$ cat config.mk
export PLATFORM = sky130hd
export DESIGN_NAME = fetch_queue_flat
export DESIGN_NICKNAME = d
export VERILOG_FILES = /design/src/rtl/fetch_queue_if.sv /design/src/rtl/fetch_queue.sv /design/src/flat_wrapper.sv
export SDC_FILE = /design/constraint.sdc
export NUM_CORES = 1
export LEC_CHECK = 0
export ABC_AREA = 1
export BUFFER_PORTS_ARGS = -buffer_cell sky130_fd_sc_hd__buf_2
export CORE_UTILIZATION = 40
export DETAILED_ROUTE_END_ITERATION = 7
export PLACE_DENSITY_LB_ADDON = 0.12
export SLEW_MARGIN = 10
export SYNTH_ARGS = -nofsm -noshare
export SYNTH_HDL_FRONTEND = slang
export SYNTH_SLANG_ARGS = --single-unit
$ cat constraint.sdc
create_clock -name clk -period 6.03 [get_ports clk]
set_clock_uncertainty 0.15 [all_clocks]
set_input_delay 1.206 -clock clk [delete_from_list [all_inputs] [get_ports clk]]
set_output_delay 1.206 -clock clk [all_outputs]
set_load 0.03 [all_outputs]
$ cat src/rtl/fetch_queue_if.sv
// Fetch-side bundle: instruction memory request/response, redirect, and the DOF handshake.
// master = fetch_queue, slave = memory/decode environment.
interface fetch_queue_if #(
    parameter int ADDR_W = 14
);
    logic              imem_req;
    logic [ADDR_W-1:0] imem_addr;
    logic              imem_gnt;
    logic [31:0]       imem_rdata;
    logic              redirect;
    logic [31:0]       redirect_pc;
    logic              ir_valid;
    logic              ir_ready;
    logic [31:0]       ir;
    logic [31:0]       ir_pc_1;

    modport master (
        output imem_req, imem_addr, ir_valid, ir, ir_pc_1,
        input  imem_gnt, imem_rdata, redirect, redirect_pc, ir_ready
    );

    modport slave (
        input  imem_req, imem_addr, ir_valid, ir, ir_pc_1,
        output imem_gnt, imem_rdata, redirect, redirect_pc, ir_ready
    );
endinterface

$ cat src/rtl/fetch_queue.sv
// Instruction fetch queue: grant-to-ir_valid is 2 cycles; requests are credit-limited
// so queued + in-flight never exceeds DEPTH, and a redirect flushes everything in one cycle.
module fetch_queue #(
    parameter int DEPTH  = 4,
    parameter int ADDR_W = 14
) (
    input logic           clk,
    input logic           reset,
    fetch_queue_if.master bus
);
    localparam int PTR_W = $clog2(DEPTH);
    localparam int CNT_W = PTR_W + 1;

    typedef struct packed {
        logic [31:0]       instr;
        logic [ADDR_W-1:0] pc;
    } entry_t;

    entry_t            queue [DEPTH];
    entry_t            head;
    logic [ADDR_W-1:0] fetch_pc;
    logic [ADDR_W-1:0] inflight_pc;
    logic [PTR_W-1:0]  wr_ptr;
    logic [PTR_W-1:0]  rd_ptr;
    logic [CNT_W-1:0]  count;
    logic              inflight;
    logic              drop;
    logic              req;
    logic              grant;
    logic              push;
    logic              pop;
    logic              valid;

    // The in-flight word holds a credit, so count + inflight never exceeds DEPTH.
    assign req   = !reset && !bus.redirect &&
                   ((count + CNT_W'(inflight)) < CNT_W'(DEPTH));
    assign grant = req && bus.imem_gnt;
    assign valid = !reset && (count != '0);
    assign pop   = valid && bus.ir_ready && !bus.redirect;
    assign push  = inflight && !drop && !bus.redirect;

    always_ff @(posedge clk) begin
        if (reset) begin
            fetch_pc    <= '0;
            inflight_pc <= '0;
            inflight    <= 1'b0;
            drop        <= 1'b0;
            count       <= '0;
            wr_ptr      <= '0;
            rd_ptr      <= '0;
        end else if (bus.redirect) begin
            fetch_pc <= bus.redirect_pc[ADDR_W-1:0];
            inflight <= 1'b0;
            // A word granted before the redirect belongs to the old stream.
            drop     <= inflight;
            count    <= '0;
            wr_ptr   <= '0;
            rd_ptr   <= '0;
        end else begin
            if (grant) begin
                fetch_pc    <= fetch_pc + ADDR_W'(1);
                inflight_pc <= fetch_pc;
            end
            inflight <= grant;
            drop     <= 1'b0;
            if (push) begin
                wr_ptr <= wr_ptr + PTR_W'(1);
            end
            if (pop) begin
                rd_ptr <= rd_ptr + PTR_W'(1);
            end
            count <= count + CNT_W'(push) - CNT_W'(pop);
        end
    end

    // Storage needs no reset: outputs are gated by valid.
    always_ff @(posedge clk) begin
        if (push && !reset) begin
            queue[wr_ptr] <= '{instr: bus.imem_rdata, pc: inflight_pc};
        end
    end

    assign head          = queue[rd_ptr];
    assign bus.imem_req  = req;
    assign bus.imem_addr = reset ? '0 : fetch_pc;
    assign bus.ir_valid  = valid;
    assign bus.ir        = valid ? head.instr : 32'd0;
    assign bus.ir_pc_1   = valid ? (32'(head.pc) + 32'd1) : 32'd0;
endmodule

$ cat src/flat_wrapper.sv
// flat-port wrapper written by rule: the top's interface ports become plain ports
module fetch_queue_flat 
#(
    parameter int DEPTH  = 4,
    parameter int ADDR_W = 14
)
  (clk, reset, bus_imem_req, bus_imem_addr, bus_ir_valid, bus_ir, bus_ir_pc_1, bus_imem_gnt, bus_imem_rdata, bus_redirect, bus_redirect_pc, bus_ir_ready);
  fetch_queue_if #(.ADDR_W(ADDR_W)) bus_i ();
  input logic clk;
  input logic reset;
  output wire logic [$bits(bus_i.imem_req)-1:0] bus_imem_req;
  output wire logic [$bits(bus_i.imem_addr)-1:0] bus_imem_addr;
  output wire logic [$bits(bus_i.ir_valid)-1:0] bus_ir_valid;
  output wire logic [$bits(bus_i.ir)-1:0] bus_ir;
  output wire logic [$bits(bus_i.ir_pc_1)-1:0] bus_ir_pc_1;
  input wire logic [$bits(bus_i.imem_gnt)-1:0] bus_imem_gnt;
  input wire logic [$bits(bus_i.imem_rdata)-1:0] bus_imem_rdata;
  input wire logic [$bits(bus_i.redirect)-1:0] bus_redirect;
  input wire logic [$bits(bus_i.redirect_pc)-1:0] bus_redirect_pc;
  input wire logic [$bits(bus_i.ir_ready)-1:0] bus_ir_ready;
  assign bus_imem_req = bus_i.imem_req;
  assign bus_imem_addr = bus_i.imem_addr;
  assign bus_ir_valid = bus_i.ir_valid;
  assign bus_ir = bus_i.ir;
  assign bus_ir_pc_1 = bus_i.ir_pc_1;
  assign bus_i.imem_gnt = bus_imem_gnt;
  assign bus_i.imem_rdata = bus_imem_rdata;
  assign bus_i.redirect = bus_redirect;
  assign bus_i.redirect_pc = bus_redirect_pc;
  assign bus_i.ir_ready = bus_ir_ready;
  fetch_queue #(.DEPTH(DEPTH), .ADDR_W(ADDR_W)) u_core (.clk(clk), .reset(reset), .bus(bus_i));
endmodule
# After elaboration in Yosys (flattened, before gate mapping)
# Memories as Yosys holds them, arrays and structs flattened. A register that Yosys moved wholly into a read port is not among the register bits.
# Cells that the tools add are included.
# classes
bitwise	1
order_cmp	1
reduce_logical	17
add_sub_neg	7
muxes	9
# op_table
cell	count
32-bit two-way mux	2
14-bit two-way mux	3
14-bit by 1-bit adder with 15-bit output (second input constant)	1
14-bit by 1-bit adder with 14-bit output (second input constant)	1
1-bit logical AND	9
3-bit by 1-bit adder with 3-bit output	2
2-bit by 1-bit adder with 2-bit output (second input constant)	2
2-bit two-way mux	2
2-bit OR reduction	2
1-bit zero test	3
3-bit < comparator (second input constant)	1
3-bit nonzero test	1
3-bit by 1-bit subtractor with 3-bit output	1
1-bit two-way mux	2
2-bit AND reduction	1
2-bit nonzero test	1
1-bit NOT	1
# word_totals
n_memories	1
input_bits	69
register_bits	37
mem_bits_rw	184
out_inout_bits	80
wordCells	43
# memory_table
memory	words	width	read_ports	rd_ports_with_merged_regs	wr	line_no	rtl
u_core.queue	4	46	1	1	1	fetch_queue.sv:19	entry_t queue [DEPTH];

# Longest topological paths before layout
# depth
word_depth	6
depth_mapped	13
ltp_nobuf	12

# Worst setup path before layout
# No wires, ideal clock.
# synth_timing
path_kind	input port to flip-flop
startpoint	input port bus_redirect
endpoint	memory u_core.queue[0][0] (netlist name), enable pin
t_required_ns	5.430
path_buffers	1
setup_time_ns	0.450
arrival_ns	3.824
path_stages	4
path_slack_ns	1.606
path_cell_list	buf_2 > nor3_1 > nand2_1 > nor2_1
# synth_via
elab_chain_len	5
# synth_lines
item	line_no	rtl
start, declared	flat_wrapper.sv:18	input wire logic [$bits(bus_i.redirect)-1:0] bus_redirect;
1-bit zero test	fetch_queue.sv:40	assign push = inflight && !drop && !bus.redirect;
1-bit logical AND	fetch_queue.sv:40	
1-bit logical AND	fetch_queue.sv:78	if (push && !reset) begin
1-bit two-way mux	fetch_queue.sv:78	
1-bit two-way mux (implied by the code)	fetch_queue.sv:79	queue[wr_ptr] <= '{instr: bus.imem_rdata, pc: inflight_pc};
end, declared	fetch_queue.sv:19	
# Every way passes these cells.

==> run_results.csv <==
group,metric,value,unit
power,ir_drop,162,µV
die,die_area,24600,µm²
synthesis,ys_seq_area_share,65.8,%
clock_tree,root_buffer,"clkbuf_16",
synthesis,synth_edf_count,184,
critical_path,required,4670,ps
clock_tree,tritoncts,"yes",
synthesis,synth_top_area_share,57.6,%
synthesis,yosysTopAreaCell,"edfxtp_1",
worst_hold_path,hp-class,"reg2reg",
drt,vias_per_cell,4.71,
drt,wire_per_inst,15.1,µm
placed_design,dpl.hpwl,12300,µm
synthesis,ys_seq_elements,223,
placed_design,port_buffers,113,
critical_path,endpoint_kind,"output port",
sta,report.final.slew_viol_count,0,
drt,drtIter0Drc,336,
clock_tree,cts_made_buffers,25,
global_route,grt_pass1_vias,6146,
critical_path,rr_worst_depth,5,
power,pwr_density_cell,290,nW/µm²
drt,vias,6465,
layout,final_net_count,1114,
worst_hold_path,holdPathEnd,"u_core.drop$_SDFF_PP0_",
synthesis,yosys-top-cells-area,"edfxtp_1, dfxtp_1, nor2_1",
global_route,grt_max_degree,73,
die,fp.coreArea,23500,µm²
layout,syn_to_final_growth,16.3,%
global_route,grt-ovfl-total,0,
clock_tree,cts_hold_buffers,0,
die,start_util,40.9,%
critical_path,cp_max_fo,55,
synthesis,syn_area_per_cell,10.3,µm²
critical_path,path_class,"reg2out",
global_route,grt_usage,17.1,%
drt,drc,0,
synthesis,syn_inst,930,
critical_path,critPathLaunchType,"flip-flop",
worst_hold_path,min_path_cells,2,
sta,finalSetupViolations,0,
synthesis,post-synth-top-count-cell,"nor2_1",
sta,period_needed,4600,ps
global_route,antenna_found_initial,1,
sta,finalHoldViolations,0,
clock_tree,clkTransAtPathRegs,60,ps
synthesis,synth_area,9590,µm²
synthesis,synthFlopType,"edfxtp_1",
critical_path,reg2reg_setup_slack,3230,ps
global_route,grt_pass1_wl,32400,µm
clock_tree,cts_sinks,223,
outcome,status,"finished, final reports clean",
drt,dr.pass1.iters,5,
die,ios,149,
worst_hold_path,min_from,"u_core.inflight$_SDFF_PP0_",
synthesis,yosysUniqueCellTypes,31,
sta,rsz0062_at_grt,"false",
sta,tightest_slew,924,ps
sta,slew_headroom,38.3,%
drt,wl,20700,µm
die,die_x,157,µm
placed_design,place_congestion,0.801,
critical_path,critical_path_arrival,3240,ps
synthesis,yosysWarnings,0,
sta,fin_crit_sh,76.3,%
placed_design,placed_area,10400,µm²
layout,antenna_cells,0,
clock_tree,htree_levels,1,
layout,stdcell_area,11200,µm²
job,cap_violations,0,
synthesis,synth_commonest_cells,"nor2_1, edfxtp_1, nand2_1",
synthesis,ys_async_sr_fraction,0,%
critical_path,r2r-start,"u_core.inflight$_SDFF_PP0_",
sta,tns,0,ps
power,leakage,0.00438,µW
die,fp.dieH,157,µm
clock_tree,clkLatencyLatePin,510,ps
clock_tree,post_cts_resized,0,
clock_tree,clock_path_buffers,3,
drt,ant_nets,0,
sta,fmax,217,MHz
layout,drive_gt1_share,17.8,%
critical_path,rr_endpoint,"u_core.queue[0][33]$_DFFE_PP_",
clock_tree,post-cts-setup-buffers,0,
layout,final_util,47.5,%
die,row_count,56,
placed cells by master (no fill, tap or decap):
cell type / Yosys / routed
nor2_1: 188 / 184
edfxtp_1: 184 / 184
nand2_1: 135 / 135
buf_2: 15 / 113
o21ai_0: 85 / 85
a21oi_1: 67 / 67
inv_1: 56 / 56
nand3_1: 53 / 53
dfxtp_1: 39 / 37
clkbuf_16: 0 / 25
conb_1: 1 / 17
buf_4: 22 / 11
inv_2: 9 / 9
clkbuf_1: 17 / 9
nor3_1: 8 / 8
xor2_1: 8 / 8
ha_1: 8 / 8
nor2_4: 2 / 6
nand2_2: 5 / 5
nor2_2: 5 / 5
clkbuf_8: 0 / 4
xnor2_1: 3 / 3
clkinv_1: 0 / 3
nand3_4: 2 / 2
o21ai_1: 2 / 2
nand4_1: 2 / 2
a211oi_1: 2 / 2
dfxtp_2: 0 / 2
clkinv_2: 0 / 2
or2_2: 1 / 1
o22ai_1: 1 / 1
nand3_2: 1 / 1
a21boi_0: 1 / 1
fa_1: 1 / 1
inv_6: 0 / 1
bufinv_16: 0 / 1
layer usage:
layer / up-vias / global-route usage (%) / part of all wire, %
met5: - / 0 / 0.039
met4: 2 / 4.76 / 1.6
met3: 28 / 2.66 / 4.8
met2: 144 / 29.3 / 47
met1: 2971 / 22.3 / 46
li1: 3320 / - / -
cells by family after synthesis:
| kind of cell | Yosys count | share of synthesized area (%) |
|---|---|---|
| DFF | 223 | 65.8 |
| other | 1 | 0.0391 |
| and+or+nand+nor | 402 | 17.4 |
| AOI/OAI and AO/OA | 158 | 8.34 |
| adders and majority gates | 9 | 1.25 |
| buffers and inverters | 126 | 6.22 |
| xor gates and xnor gates | 11 | 1.00 |
metrics by stage:
step / hold WS (ps) / setup WS, ps / total power [µW] / instances
3_3_place_gp: 304 / 1710 / 1840 / 1328
3_5_place_dp: 307 / 1700 / 1840 / 1328
2_1_floorplan: 286 / 1610 / 1810 / 946
6_report: 317 / 1430 / 3230 / 1373
5_1_grt: 348 / 1140 / 3340 / 1373
4_1_cts: 317 / 1330 / 3260 / 1373
state kept, by name (all words and copies together) (netlist names), named ones only:
name,count
u_core.queue,184
u_core.fetch_pc,14
u_core.inflight,1
u_core.rd_ptr,2
u_core.count,3
u_core.inflight_pc,14
u_core.wr_ptr,2
u_core.drop,1
layout make-up:
type                    count  area, µm²
flip-flops and latches    223       6310
well taps                 319        399
inverters                  65        244
multi-input cells         597       2780
fillers                  2241      12300
repair buffers            124        648
clock inverters             7       60.1
clock buffers              38        714
critical path, stage by stage (launching register included):
cell	delay (ps)
dfxtp_2	630
inv_2	500
nand2_1	180
nand3_1	80
nand2_1	220
ha_1	200
inv_1	50
nor2_2	130
nand2_2	100
nor2_2	150
xor2_1	220
nor2_1	60
buf_2	190
report_power, final:
group	internal (µW)	leakage, µW	total (µW)	switching, µW
Sequential	1680	0.00198	1690	12.5
Clock	854	0.000379	1420	565
Combinational	33.0	0.00203	117	83.9
how the worst max path moves through the flow:
stage	end	slack, ps	startpoint	depth (start not counted)
5_1_grt	bus_ir_pc_1[14]	1140	flip-flop	12
6_report	bus_ir_pc_1[6]	1430	flip-flop	12
3_5_place_dp	bus_ir[11]	1700	reset	6
2_1_floorplan	u_core.queue[0][0]$_DFFE_PP_	1610	bus_redirect	4
3_3_place_gp	bus_ir[0]	1710	reset	6
4_1_cts	bus_ir_pc_1[8]	1330	flip-flop	12
Power figures use the tool's default switching activity.
